--- src/rtl/ledport_seq_fta32.sv ---
// ledport_seq_fta32: FTA32 bus master that plays a programmable LED pattern
//   table to the LED port, one ERC write per step, at a prescaled tick rate.
// Latency: step_due -> cs/req asserted next cycle; minimum step period 3 clk.
// Backpressure: one write in flight; waits for a tid-matched ack or TIMEOUT.
//
// Ports:
//   clk, rst_n          system clock, async active-low reset
//   en                  run enable; a rising edge restarts at entry 0
//   tbl_we/adr/dat      pattern table write port (accepted in any state)
//   last                index of the final pattern entry (wrap point)
//   step_ticks          ticks per step, 0 behaves as 1
//   cs, req             LED port select and FTA32 request (registered)
//   resp                FTA32 response from the LED port
//   idx                 index of the entry most recently written
//   busy                write in flight
//   err                 sticky ack-timeout flag, cleared only by reset

package ledport_seq_fta32_pkg;

  // Cycle type identifier for a single-beat (ERC) transfer.
  localparam logic [2:0] CTI_ERC = 3'b011;

  typedef struct packed {
    logic        cyc;
    logic        we;
    logic [3:0]  sel;
    logic [2:0]  cti;
    logic [31:0] padr;
    logic [31:0] dat;
    logic [12:0] tid;
  } fta_cmd_request32_t;

  typedef struct packed {
    logic        ack;
    logic [12:0] tid;
  } fta_cmd_response32_t;

endpackage

module ledport_seq_fta32
  import ledport_seq_fta32_pkg::*;
#(
  parameter int unsigned  DEPTH    = 16,
  parameter int unsigned  PRESCALE = 1000,
  parameter logic [31:0]  LED_ADR  = 32'hFEDC0000,
  parameter int unsigned  TIMEOUT  = 64,
  parameter logic [12:0]  TID_BASE = 13'h0100,
  localparam int unsigned IW       = $clog2(DEPTH)
) (
  input  logic                clk,
  input  logic                rst_n,
  input  logic                en,
  input  logic                tbl_we,
  input  logic [IW-1:0]       tbl_adr,
  input  logic [7:0]          tbl_dat,
  input  logic [IW-1:0]       last,
  input  logic [15:0]         step_ticks,
  output logic                cs,
  output fta_cmd_request32_t  req,
  input  fta_cmd_response32_t resp,
  output logic [IW-1:0]       idx,
  output logic                busy,
  output logic                err
);

  localparam int unsigned   PW       = $clog2(PRESCALE);
  localparam int unsigned   TW       = $clog2(TIMEOUT + 1);
  localparam logic [PW-1:0] PRE_LAST = PW'(PRESCALE - 1);
  localparam logic [TW-1:0] TMO_LOAD = TW'(TIMEOUT);
  localparam logic [TW-1:0] TMO_ONE  = TW'(1);
  localparam logic [IW-1:0] IDX_MAX  = IW'(DEPTH - 1);

  typedef enum logic [1:0] {
    S_IDLE,
    S_REQ,
    S_WAIT
  } state_t;

  // Pattern table
  logic [7:0]         tbl_q [DEPTH];

  // Rate generation
  logic [PW-1:0]      pre_q, pre_d;
  logic               tick;
  logic [15:0]        tcnt_q, tcnt_d;
  logic [15:0]        step_lim;
  logic               step_fire;
  logic               step_due_q, step_due_d;
  logic               first_q, first_d;
  logic               consume;

  // Sequencer
  state_t             state_q;
  logic [IW-1:0]      nidx_c;
  logic [IW-1:0]      nidx_q;
  logic [IW-1:0]      idx_q;
  logic [TW-1:0]      tmo_q;
  logic [2:0]         seq_q;
  logic               cs_q;
  logic               busy_q;
  logic               err_q;
  fta_cmd_request32_t req_q;
  logic               ack_ok;

  assign cs   = cs_q;
  assign req  = req_q;
  assign idx  = idx_q;
  assign busy = busy_q;
  assign err  = err_q;

  // ---------------------------------------------------------------------------
  // Pattern table. The in-flight req.dat is a registered copy, so rewriting the
  // entry currently being issued cannot disturb the bus.
  // ---------------------------------------------------------------------------
  always_ff @(posedge clk or negedge rst_n) begin
    if (!rst_n) begin
      for (int i = 0; i < int'(DEPTH); i++) begin
        tbl_q[i] <= '0;
      end
    end else if (tbl_we) begin
      tbl_q[tbl_adr] <= tbl_dat;
    end
  end

  // ---------------------------------------------------------------------------
  // Prescaler, step counter and next-index selection
  // ---------------------------------------------------------------------------
  always_comb begin
    tick = en && (pre_q == PRE_LAST);

    pre_d = pre_q + 1'b1;
    if (!en || tick) begin
      pre_d = '0;
    end

    step_lim = (step_ticks == 16'd0) ? 16'd1 : step_ticks;

    // Compare with >= so that lowering step_ticks below the running count
    // fires on the next tick instead of waiting for a 16-bit wrap.
    step_fire = tick && (({1'b0, tcnt_q} + 17'd1) >= {1'b0, step_lim});

    // The tick count is discarded while disabled so a restart begins with a
    // full step period.
    tcnt_d = tcnt_q;
    if (!en || step_fire) begin
      tcnt_d = '0;
    end else if (tick) begin
      tcnt_d = tcnt_q + 16'd1;
    end

    consume = (state_q == S_IDLE) && step_due_q && en;

    // At most one step pending; a fire while one is pending merges into it.
    step_due_d = (step_due_q && !consume) || step_fire;
    if (!en) begin
      step_due_d = 1'b0;
    end

    // first_q marks "next write starts the pattern from entry 0".
    first_d = first_q;
    if (!en) begin
      first_d = 1'b1;
    end else if (consume) begin
      first_d = 1'b0;
    end

    if (first_q || (idx_q == last) || (idx_q == IDX_MAX)) begin
      nidx_c = '0;
    end else begin
      nidx_c = idx_q + 1'b1;
    end

    ack_ok = resp.ack && (resp.tid == req_q.tid);
  end

  always_ff @(posedge clk or negedge rst_n) begin
    if (!rst_n) begin
      pre_q      <= '0;
      tcnt_q     <= '0;
      step_due_q <= 1'b0;
      first_q    <= 1'b1;
    end else begin
      pre_q      <= pre_d;
      tcnt_q     <= tcnt_d;
      step_due_q <= step_due_d;
      first_q    <= first_d;
    end
  end

  // ---------------------------------------------------------------------------
  // Write sequencer with registered bus outputs
  // ---------------------------------------------------------------------------
  always_ff @(posedge clk or negedge rst_n) begin
    if (!rst_n) begin
      state_q <= S_IDLE;
      nidx_q  <= '0;
      idx_q   <= '0;
      tmo_q   <= '0;
      seq_q   <= '0;
      cs_q    <= 1'b0;
      busy_q  <= 1'b0;
      err_q   <= 1'b0;
      req_q   <= '0;
    end else begin
      case (state_q)
        S_IDLE: begin
          if (consume) begin
            nidx_q       <= nidx_c;
            cs_q         <= 1'b1;
            busy_q       <= 1'b1;
            req_q.cyc    <= 1'b1;
            req_q.we     <= 1'b1;
            req_q.sel    <= 4'h1;
            req_q.cti    <= CTI_ERC;
            req_q.padr   <= LED_ADR;
            req_q.dat    <= {24'd0, tbl_q[nidx_c]};
            req_q.tid    <= TID_BASE | {10'd0, seq_q};
            state_q      <= S_REQ;
          end
        end

        S_REQ: begin
          tmo_q   <= TMO_LOAD;
          state_q <= S_WAIT;
        end

        S_WAIT: begin
          // A matching ack on the expiry edge still counts as success.
          if (ack_ok || (tmo_q == TMO_ONE)) begin
            cs_q    <= 1'b0;
            busy_q  <= 1'b0;
            req_q   <= '0;
            idx_q   <= nidx_q;
            seq_q   <= seq_q + 3'd1;
            state_q <= S_IDLE;
            if (!ack_ok) begin
              err_q <= 1'b1;
            end
          end else begin
            tmo_q <= tmo_q - 1'b1;
          end
        end

        default: begin
          cs_q    <= 1'b0;
          busy_q  <= 1'b0;
          req_q   <= '0;
          state_q <= S_IDLE;
        end
      endcase
    end
  end

endmodule

--- config.mk ---
export PLATFORM = sky130hd
export DESIGN_NAME = ledport_seq_fta32
export DESIGN_NICKNAME = d
export VERILOG_FILES = /design/src/rtl/ledport_seq_fta32.sv
export SDC_FILE = /design/constraint.sdc
export NUM_CORES = 1
export LEC_CHECK = 0
export BUFFER_PORTS_ARGS = -buffer_cell sky130_fd_sc_hd__buf_2
export CORE_ASPECT_RATIO = 0.8
export CORE_MARGIN = 3
export CORE_UTILIZATION = 45
export DETAILED_ROUTE_END_ITERATION = 10
export PLACE_DENSITY = 0.67
export SLEW_MARGIN = 0
export SYNTH_ARGS = -nofsm -noshare
export SYNTH_HDL_FRONTEND = slang
export SYNTH_SLANG_ARGS = --single-unit
--- constraint.sdc ---
create_clock -name clk -period 3.2 [get_ports clk]
set_input_delay 0.32 -clock clk [delete_from_list [all_inputs] [get_ports clk]]
set_output_delay 0.32 -clock clk [all_outputs]
set_load 0.1 [all_outputs]
## After elaboration in Yosys (flattened, before gate mapping)

Index checks and enable logic that the tools add are counted.

- Output and inout bits: 93
- Input port bits: 50
- Logic and storage cells: 109
- Bits in registers: 264

- Equality and inequality tests: 11
- Add/sub/neg operators: 6
- Muxes and demuxes: 25
- Bitwise gates (word level): 4
- Order comparisons: 4
- Reductions and logical operators: 25

Operators by type and width:

| operator | number |
|---|---|
| case mux 86 bit (3 select lines) | 1 |
| 2-to-1 mux 86 bit | 2 |
| bitwise mux 128 bit | 1 |
| 2-to-1 mux 16 bit | 3 |
| binary-select mux 8 bit (select 4 bit) | 1 |
| demux 8 bit (select 4 bit) | 1 |
| 2-to-1 mux 8 bit | 3 |
| adder 16 x 1 -> 17 bit (second input constant) | 1 |
| greater-or-equal comparator 17 x 16 -> 1 bit | 1 |
| adder 16 x 1 -> 16 bit (second input constant) | 1 |
| zero test 16 bit | 1 |
| case mux 7 bit (2 select lines) | 1 |
| == test 13 bit | 1 |
| adder 10 x 1 -> 10 bit (second input constant) | 1 |
| == test 10 bit (second input constant) | 1 |
| greater-or-equal comparator 5 bit (second input constant) | 2 |
| 2-to-1 mux 10 bit | 1 |
| NOT 4 -> 5 bit | 2 |
| AND reduction 2 bit | 4 |
| == test 7 x 1 -> 1 bit (second input constant) | 1 |
| logical AND 1 bit | 7 |
| 2-to-1 mux 7 bit | 1 |
| subtractor 7 x 1 -> 7 bit (second input constant) | 1 |
| logical OR 1 bit | 6 |
| 19 further kinds | 30 |

## Longest topological paths before layout

Gate-level depths: netlist (run 1).

- Word-level depth: 10
- Depth in mapped cells: 14
- Gate-level depth less buffers: 12

## Least setup slack after synthesis (run 1)

OpenSTA, ideal clock, no wires.

- Path type: reg-to-reg
- Start point: register tcnt_q[2]
- End point: register tcnt_q[14]
- Setup time: 0.078 ns
- Path buffers: 3
- Period minus slack after synthesis: 2.978 ns
- Arrival time: 2.900 ns
- Stages on the path, launching flop included: 15
- Slack: 0.222 ns
- Data required time: 3.122 ns
- Cells stage by stage: dfrtp_1 -> clkbuf_1 -> nand4_1 -> nor3_1 -> nand4_1 -> xnor2_1 -> ha_1 -> nand3_1 -> nor2_1 -> o31ai_1 -> and2_1 -> clkbuf_1 -> buf_1 -> o211ai_1 -> a21oi_1

- Word-level cells in the longest chain between the ends: 5
- Elaborated cells on any way between the ends: 8
- Those cells by class: add/sub (2); order compare (1); mux (2); reduce/logical (3)

RTL lines:

| what | line | source |
|---|---|---|
| from (decl) | 85 | `logic [15:0] tcnt_q, tcnt_d;` |
| from (signal assigned) | 184 | `tcnt_q <= tcnt_d;` |
| adder 16 x 1 -> 17 bit | 140 | `step_fire = tick && (({1'b0, tcnt_q} + 17'd1) >= {1'b0, step_lim});` |
| greater-or-equal comparator 17 x 16 -> 1 bit | 140 |  |
| logical AND 1 bit | 140 |  |
| logical OR 1 bit | 145 | `if (!en \|\| step_fire) begin` |
| 2-to-1 mux 16 bit / nonzero test 2 bit (equally long branches) | -- |  |

Parallel ways exist; a longest one is shown, timed or not. The select of a mux whose other input is x is not followed.
A chain may end at the register's enable or synchronous reset.

## Final worst setup path (run 1)

- Start point: register tcnt_q[1]
- End point: register tcnt_q[0]

- Word-level cells in the longest chain between the ends: 5
- Elaborated cells on any way between the ends: 6
- Those cells by class: add/sub (1); order compare (1); mux (1); reduce/logical (3)

RTL lines:

| what | line |
|---|---|
| adder 16 x 1 -> 17 bit (*) | 140 |
| greater-or-equal comparator 17 x 16 -> 1 bit (*) | 140 |
| logical AND 1 bit (*) | 140 |
| logical OR 1 bit (*) | 145 |
| 2-to-1 mux 16 bit / nonzero test 2 bit (equally long branches) | -- |

Every way passes the cells marked *; elsewhere a longest branch is shown, timed or not.

==> results by group, run 1 <==
Outcome
  • Status: finished clean

Drt
  • ANT nets after route: 0
  • Pre-antenna DRT Iters: 6
  • Final WL: 24.53 mm
  • DR vias/cell: between 5 and 6
  • DR WL/cell: 18.33 µm
  • Vias: ~7,500
  • Initial DRC Count: 526
  • Drc violations: 0

Yosys
  • Sequential share of the synthesized area: 0.4582
  • Seq cells post-synth: 189
  • Synth Instances: 964
  • Asr flop ratio synth: 1.000
  • Dominant synthesized flop cell: dfrtp_1
  • Mapped Avg Cell Area: 10.71 µm²
  • Synth Warn #: 0
  • Top-count cell post-synth: dfrtp_1
  • Cell area after synthesis: 0.01032 mm²
  • Synth cell types: 72
  • Cell taking the most area after synthesis: dfrtp_1
  • Top cells by area, synth: dfrtp_1, mux2_2, buf_4, a21oi_1, ha_1
  • Post-synth top area share: 0.4557
  • Top cells by count, synth: dfrtp_1, mux2_2, a21oi_1, buf_4, nor2_1
  • Number of synthesized flops with an enable pin: 0

Clocking
  • CTS sink count: 189
  • CTS max path bufs: 2
  • CTS tree: done
  • Clock root buffer: clkbuf_16
  • CTS buffer count: 17
  • Reg clk slew, reported paths: roughly 0.070 ns
  • H-Tree Depth: 4
  • Post-CTS Setup Inserts: 0
  • Latest clock arrival within the worst-skew pair: about 0.44 ns

Floorplan
  • Initial Util: 0.4684
  • Num rows: 48
  • Core area: about 0.022 mm²
  • Die area: around 0.025 mm²
  • Chip Height: 141.5 µm
  • Die Wd: between 150 and 200 µm
  • Top Ports: around 140

Finish
  • Storage element area: 0.004731 mm²
  • Area of the multi-input gates: 0.004903 mm²
  • Fillers: 1,966
  • Area Overhead vs Synth: 9.865%
  • Design area: between 0.01 and 0.015 mm²
  • Antenna diodes: 0
  • Layout cells sized above 1: 0.2909
  • # nets final: 1,097

Critical path
  • Critical Path AT: between 3 and 4 ns
  • Critical Path RT: 3.55 ns
  • Worst-path maximum fanout: 5
  • RR Startpoint: tcnt_q[1]
  • Crit end category: flip-flop
  • Worst R2R Setup Slack: just over 0.2 ns
  • Crit path from: tcnt_q[1]
  • Crit path to: tcnt_q[0]
  • Worst reg2reg path depth: 13
  • WS Path Type: flip-flop to flip-flop
  • Crit start category: flip-flop
  • Worst reg2reg path endpoint: tcnt_q[0]

STA
  • Tightest hold margin: 0.2139 ns
  • Fmax: 0.3339 GHz
  • Final Cycle Share: 0.9359
  • Pins over their slew limit: 0
  • Max-Slew Margin vs Limit: 0.2259
  • Final min period: 2.995 ns
  • Setup TNS: 0 ns
  • Actual slew at the worst max-slew pin: 1.157 ns
  • Final worst slack: 0.2052 ns
  • Final Setup Violations: 0
  • Final Hold Viols: 0
  • Unrepaired setup endpoints after global routing: false
  • Layout Skew: 0.01561 ns

Pwr
  • Sequential power share: 0.473
  • P_sw: 2.096 mW
  • Peak supply drop: 0.0003821 V
  • Combinational power share: 0.214
  • Leak: 5.065 nW
  • Switching share of power: 0.3177
  • Int Pwr: 4.501 mW
  • P per Cell Area: ~580 mW/mm²
  • Clock share of power: 0.313

Global routing
  • First-pass GRT wire length: 39.34 mm
  • Total global-route track usage: 0.2004
  • Vias in the first global route: just over 7,000
  • Global route total overflow: 0
  • Largest net degree at the start of global routing: 94
  • Initial antenna violation count: 0

Worst hold path
  • Hold WC Path Type: input port to flip-flop

Place
  • Hpwl dp: 17.03 mm
  • GPL Wtd Cong: 0.8585
  • Port-buffer cells: 85
  • DP Worst Slack: 0.1708 ns
  • Placed cell areas: around 0.011 mm²

Run
  • Max cap viols: 0
final cells by class:
class / instances / area share
Multi-Input combinational cell: 678 / 0.4323
Inverter: 26 / 0.008605
Sequential cell: 189 / 0.4171
Tap cell: 300 / 0.03309
Clock inverter: 13 / 0.01147
Timing Repair Buffer: 113 / 0.05924
Clock buffer: 19 / 0.03817
flip-flops by register name (all words and copies together), names as in the netlist:
name	count
tbl_q	128
tcnt_q	16
req	12
pre_q	10
tmo_q	7
idx	4
nidx_q	4
seq_q	3
state_q	2
err	1
first_q	1
step_due_q	1
what timing repair did:
action                                  in CTS  in global routing
hold endpoints to repair                    25                  0
endpoints found under the setup margin       0                 14
hold buffers                                 1                  0
gates resized for setup                      0                  5
routing by layer:
layer	part of all wire	routed length, µm	track usage	vias up
met3	0.072	1775	0.04682	25
met2	0.43	10440	0.2867	250
met4	0.012	293	0.05371	0
met5	0	0	0	-
met1	0.49	12020	0.3048	3748
li1	-	-	-	3462
power by group through the flow:
| stage | sequential, mW | combinational, mW | clock [mW] |
|---|---|---|---|
| 2_1_floorplan | 3.12 | 1.15 | 0 |
| 3_3_place_gp | 3.13 | 1.37 | 0 |
| 3_5_place_dp | 3.15 | 1.41 | 0 |
| 4_1_cts | 3.11 | 1.42 | 2.10 |
| 5_1_grt | 3.18 | 1.55 | 2.20 |
| 6_report | 3.12 | 1.41 | 2.06 |
worst min path at each step:
stage,from,endpoint,slack [ns],cells after the start
CTS,en,pre_q[1],0.20,2
global route,en,pre_q[1],0.21,2
global placement,rst_n,tcnt_q[14],0.44,1
detailed placement,rst_n,tcnt_q[14],0.44,1
finish,en,pre_q[1],0.21,2
floorplan,rst_n,err,0.02,0
worst max-delay path, stage by stage (launching register included):
cell and delay [ns]:
dfrtp_1 0.39, ha_2 0.23, nand4_1 0.08, nor3_1 0.20, buf_4 0.18, nand4_1 0.16, xnor2_1 0.17, ha_1 0.33
nand4_1 0.13, nor2_1 0.09, a32oi_2 0.24, nand3_1 0.13, or4_1 0.43, a21oi_2 0.17
cell families after synthesis:
logic type / share of synthesized area
compound gates: 0.1210
xor+xnor: 0.03381
fa+ha+maj: 0.02666
buf+inv: 0.08871
flops: 0.4582
mux: 0.1590
other cells: 0.0003632
simple gates: 0.1122
metrics by stage:
stage / std cells / utilization / total power, mW
2_1_floorplan: 1020 / - / 4.267
3_3_place_gp: 1305 / 0.4879 / 4.504
3_5_place_dp: 1305 / 0.4879 / 4.559
4_1_cts: 1338 / 0.5139 / 6.627
5_1_grt: 1338 / 0.5146 / 6.932
6_report: 1338 / 0.5146 / 6.596
layout by cell type (no fill, tap or decap), drive strengths merged, types with 5 or more instances in the layout:
| cell | n |
|---|---|
| dfrtp | 188 |
| mux2 | 134 |
| buf | 111 |
| a21oi | 77 |
| conb | 57 |
| nor2 | 54 |
| nand2 | 52 |
| inv | 31 |
| o21ai | 30 |
| nand3 | 25 |
| ha | 22 |
| nand4 | 20 |
| nor3 | 20 |
| clkbuf | 20 |
| xor2 | 19 |
| xnor2 | 17 |
| mux2i | 11 |
| o221ai | 10 |
| a2bb2oi | 10 |
| nand2b | 9 |
| o2bb2ai | 9 |
| or2 | 7 |
| o41ai | 7 |
| or4 | 6 |
| a31oi | 6 |
| or3 | 6 |
| and3 | 5 |
| nand3b | 5 |
| o22ai | 5 |
| and2 | 5 |
Power figures use the tool's default switching activity.
==> run 2, diff against run 1 <==
--- a/config.mk
+++ b/config.mk
@@ -10,7 +10,7 @@
 export CORE_MARGIN = 3
 export CORE_UTILIZATION = 45
 export DETAILED_ROUTE_END_ITERATION = 10
-export PLACE_DENSITY = 0.67
+export PLACE_DENSITY_LB_ADDON = 0.1
 export SLEW_MARGIN = 0
 export SYNTH_ARGS = -nofsm -noshare
 export SYNTH_HDL_FRONTEND = slang
==> run 2 against run 1 <==
Net effect:
- clock-buffer cell count shrank 2
- combinational power is essentially flat
- hold slack gained 0.031 ns
- first-iteration DRC count grew 21%
- core utilization grew 0.49 points
- clock power grew 7%
- critical path depth is the same
- sequential power is essentially flat
- die area is the same
- total power grew 2.0%
- critical endpoint is now tcnt_q[2]
- largest power group unchanged
- highest routed layer unchanged
==> results by group, run 2 (synthesis gave the netlist of run 1 again) <==
Drt
  • ANT nets after route: 0
  • Drc violations: 0
  • Pre-antenna DRT Iters: 5
  • Initial DRC Count: 636
  • DR WL/cell: 19.57 µm
  • Final WL: 26.21 mm
  • Vias: 7,423
  • DR vias/cell: 5.544

Global routing
  • Met1 global-route usage: 0.3394
  • Met3 Usage GRT: 0.04789
  • First-pass GRT wire length: 41.04 mm
  • Vias in the first global route: roughly 7,000
  • Met2 usage: 0.2947
  • Initial antenna violation count: 0
  • GRT busiest layer: met1
  • Largest net degree at the start of global routing: 80
  • Total global-route track usage: 0.2132
  • Global route total overflow: 0

Finish
  • Largest register FFs: 128
  • Largest register by flop count: tbl_q
  • Design area: 0.01145 mm²
  • # nets final: 1,099
  • Area Overhead vs Synth: 10.91%
  • Commonest non-fill, non-tap cells in the layout: dfrtp_1, mux2_2, buf_2
  • Final Util: 0.5195
  • Commonest non-fill, non-tap cell in the layout: dfrtp_1
  • Fillers: 2,018
  • Antenna diodes: 0
  • Final cell count without fillers: 1,339
  • Layout cells sized above 1: 0.2964

Place
  • Port-buffer cells: 85
  • DP Worst Slack: about 0.16 ns
  • Inst Count DP: 1,307
  • GPL Wtd Cong: ~0.86
  • Placed cell areas: 0.01079 mm²
  • Hpwl dp: 18.24 mm

STA
  • Final Cycle Share: 0.9317
  • Tightest hold margin: roughly 0.24 ns
  • Final worst slack: 0.2184 ns
  • Max-Slew Margin vs Limit: 0.3597
  • Unrepaired setup endpoints after global routing: false
  • Final Setup Violations: 0
  • Setup TNS: 0 ns
  • Layout Skew: approximately 0.014 ns
  • Fmax: 0.3354 GHz
  • Actual slew at the worst max-slew pin: approximately 0.96 ns
  • Final Hold Viols: 0
  • Final min period: just under 3 ns
  • Pins over their slew limit: 0

Critical path
  • Crit path buffers/inverters: 2
  • Crit end category: flip-flop
  • Worst-path maximum fanout: 8
  • Critical Path AT: 3.34 ns
  • Critical-path top delay cell: dfrtp_1
  • WS Path Type: flip-flop to flip-flop
  • Crit-path leading delay family: simple AND/OR/NAND/NOR gates
  • Critical-path cell list: buf_4, nand4_1, nor3_1, buf_4, nand4_1, xnor2_2, ha_1, nand3_1, nor2_1, a32oi_2, and2_1, o211ai_1, a21oi_1
  • Crit start category: flip-flop
  • Critical Path RT: 3.55 ns
  • CP peak stage delay: 0.38 ns

Floorplan
  • Num rows: 48
  • Core area: 0.02204 mm²
  • Chip Height: 141.5 µm
  • Die area: 0.02481 mm²
  • Top Ports: 143
  • Die Wd: 175.3 µm
  • Initial Util: 0.4684

Pwr
  • P per Cell Area: 587.8 mW/mm²
  • Tot Pwr: 6.730 mW
  • Leak: roughly 5.1 nW
  • Peak supply drop: between 0.0003 and 0.0004 V

Clocking
  • CTS buffer count: 17
  • Clock root buffer: clkbuf_16
  • CTS sink count: 189
  • CTS tree: done
  • Latest clock arrival within the worst-skew pair: 0.44 ns
  • Post-CTS Setup Inserts: 0
  • H-Tree Depth: 4
  • CTS max path bufs: 2
  • Reg clk slew, reported paths: 0.07 ns

Outcome
  • Status: finished clean

Run
  • Max cap viols: 0

Worst hold path
  • Hold WC Path Type: input port to flip-flop
## run 2: final cells by class
class                   instances  area, µm²  area share
clock buffers                  17      425.4     0.03715
clock inverters                14      170.2     0.01486
repair buffers                115      711.9     0.06218
multi-input cells             678       4938      0.4313
inverters                      26      97.59    0.008524
flip-flops and latches        189       4731      0.4132
well taps                     300      375.4     0.03278
## run 2: worst reg2reg max path, cell delays in order, from the launching register on
cell and delay (ns):
dfrtp_1 0.38, buf_4 0.15, nand4_1 0.17, nor3_1 0.18, buf_4 0.17, nand4_1 0.16
xnor2_2 0.26, ha_1 0.29, nand3_1 0.12, nor2_1 0.08, a32oi_2 0.25, and2_1 0.36
o211ai_1 0.16, a21oi_1 0.17
## run 2: power breakdown
group / total, mW / internal, mW / switching, mW
sequential: 3.11 / 2.84 / 0.271
clock: 2.20 / 1.18 / 1.02
combinational: 1.41 / 0.565 / 0.848
total: 6.73 / 4.59 / 2.14
## run 2: metal layers
| layer | up-vias | part of all wire |
|---|---|---|
| li1 | 3469 | - |
| met1 | 3702 | 0.52 |
| met2 | 236 | 0.41 |
| met3 | 16 | 0.062 |
| met4 | 0 | 0.0081 |
| met5 | - | 0 |
## run 2: worst paths after layout
kind,from,endpoint,slack [ns],cells past startpoint
min,en,pre_q[1],0.24,2
max,tcnt_q[0],tcnt_q[2],0.22,13
min reg2reg,pre_q[0],pre_q[0],0.47,1
max reg2reg,tcnt_q[0],tcnt_q[2],0.22,13
min in group asynchronous,rst_n,tmo_q[2],0.46,2
max in group asynchronous,rst_n,tbl_q[83],1.89,3
## run 2: repair_timing
| item | CTS | global route |
|---|---|---|
| hold endpoints to repair | 75 | 0 |
| resized for setup | 0 | 9 |
| hold buffers | 1 | 0 |
| setup endpoints to repair | 0 | 17 |
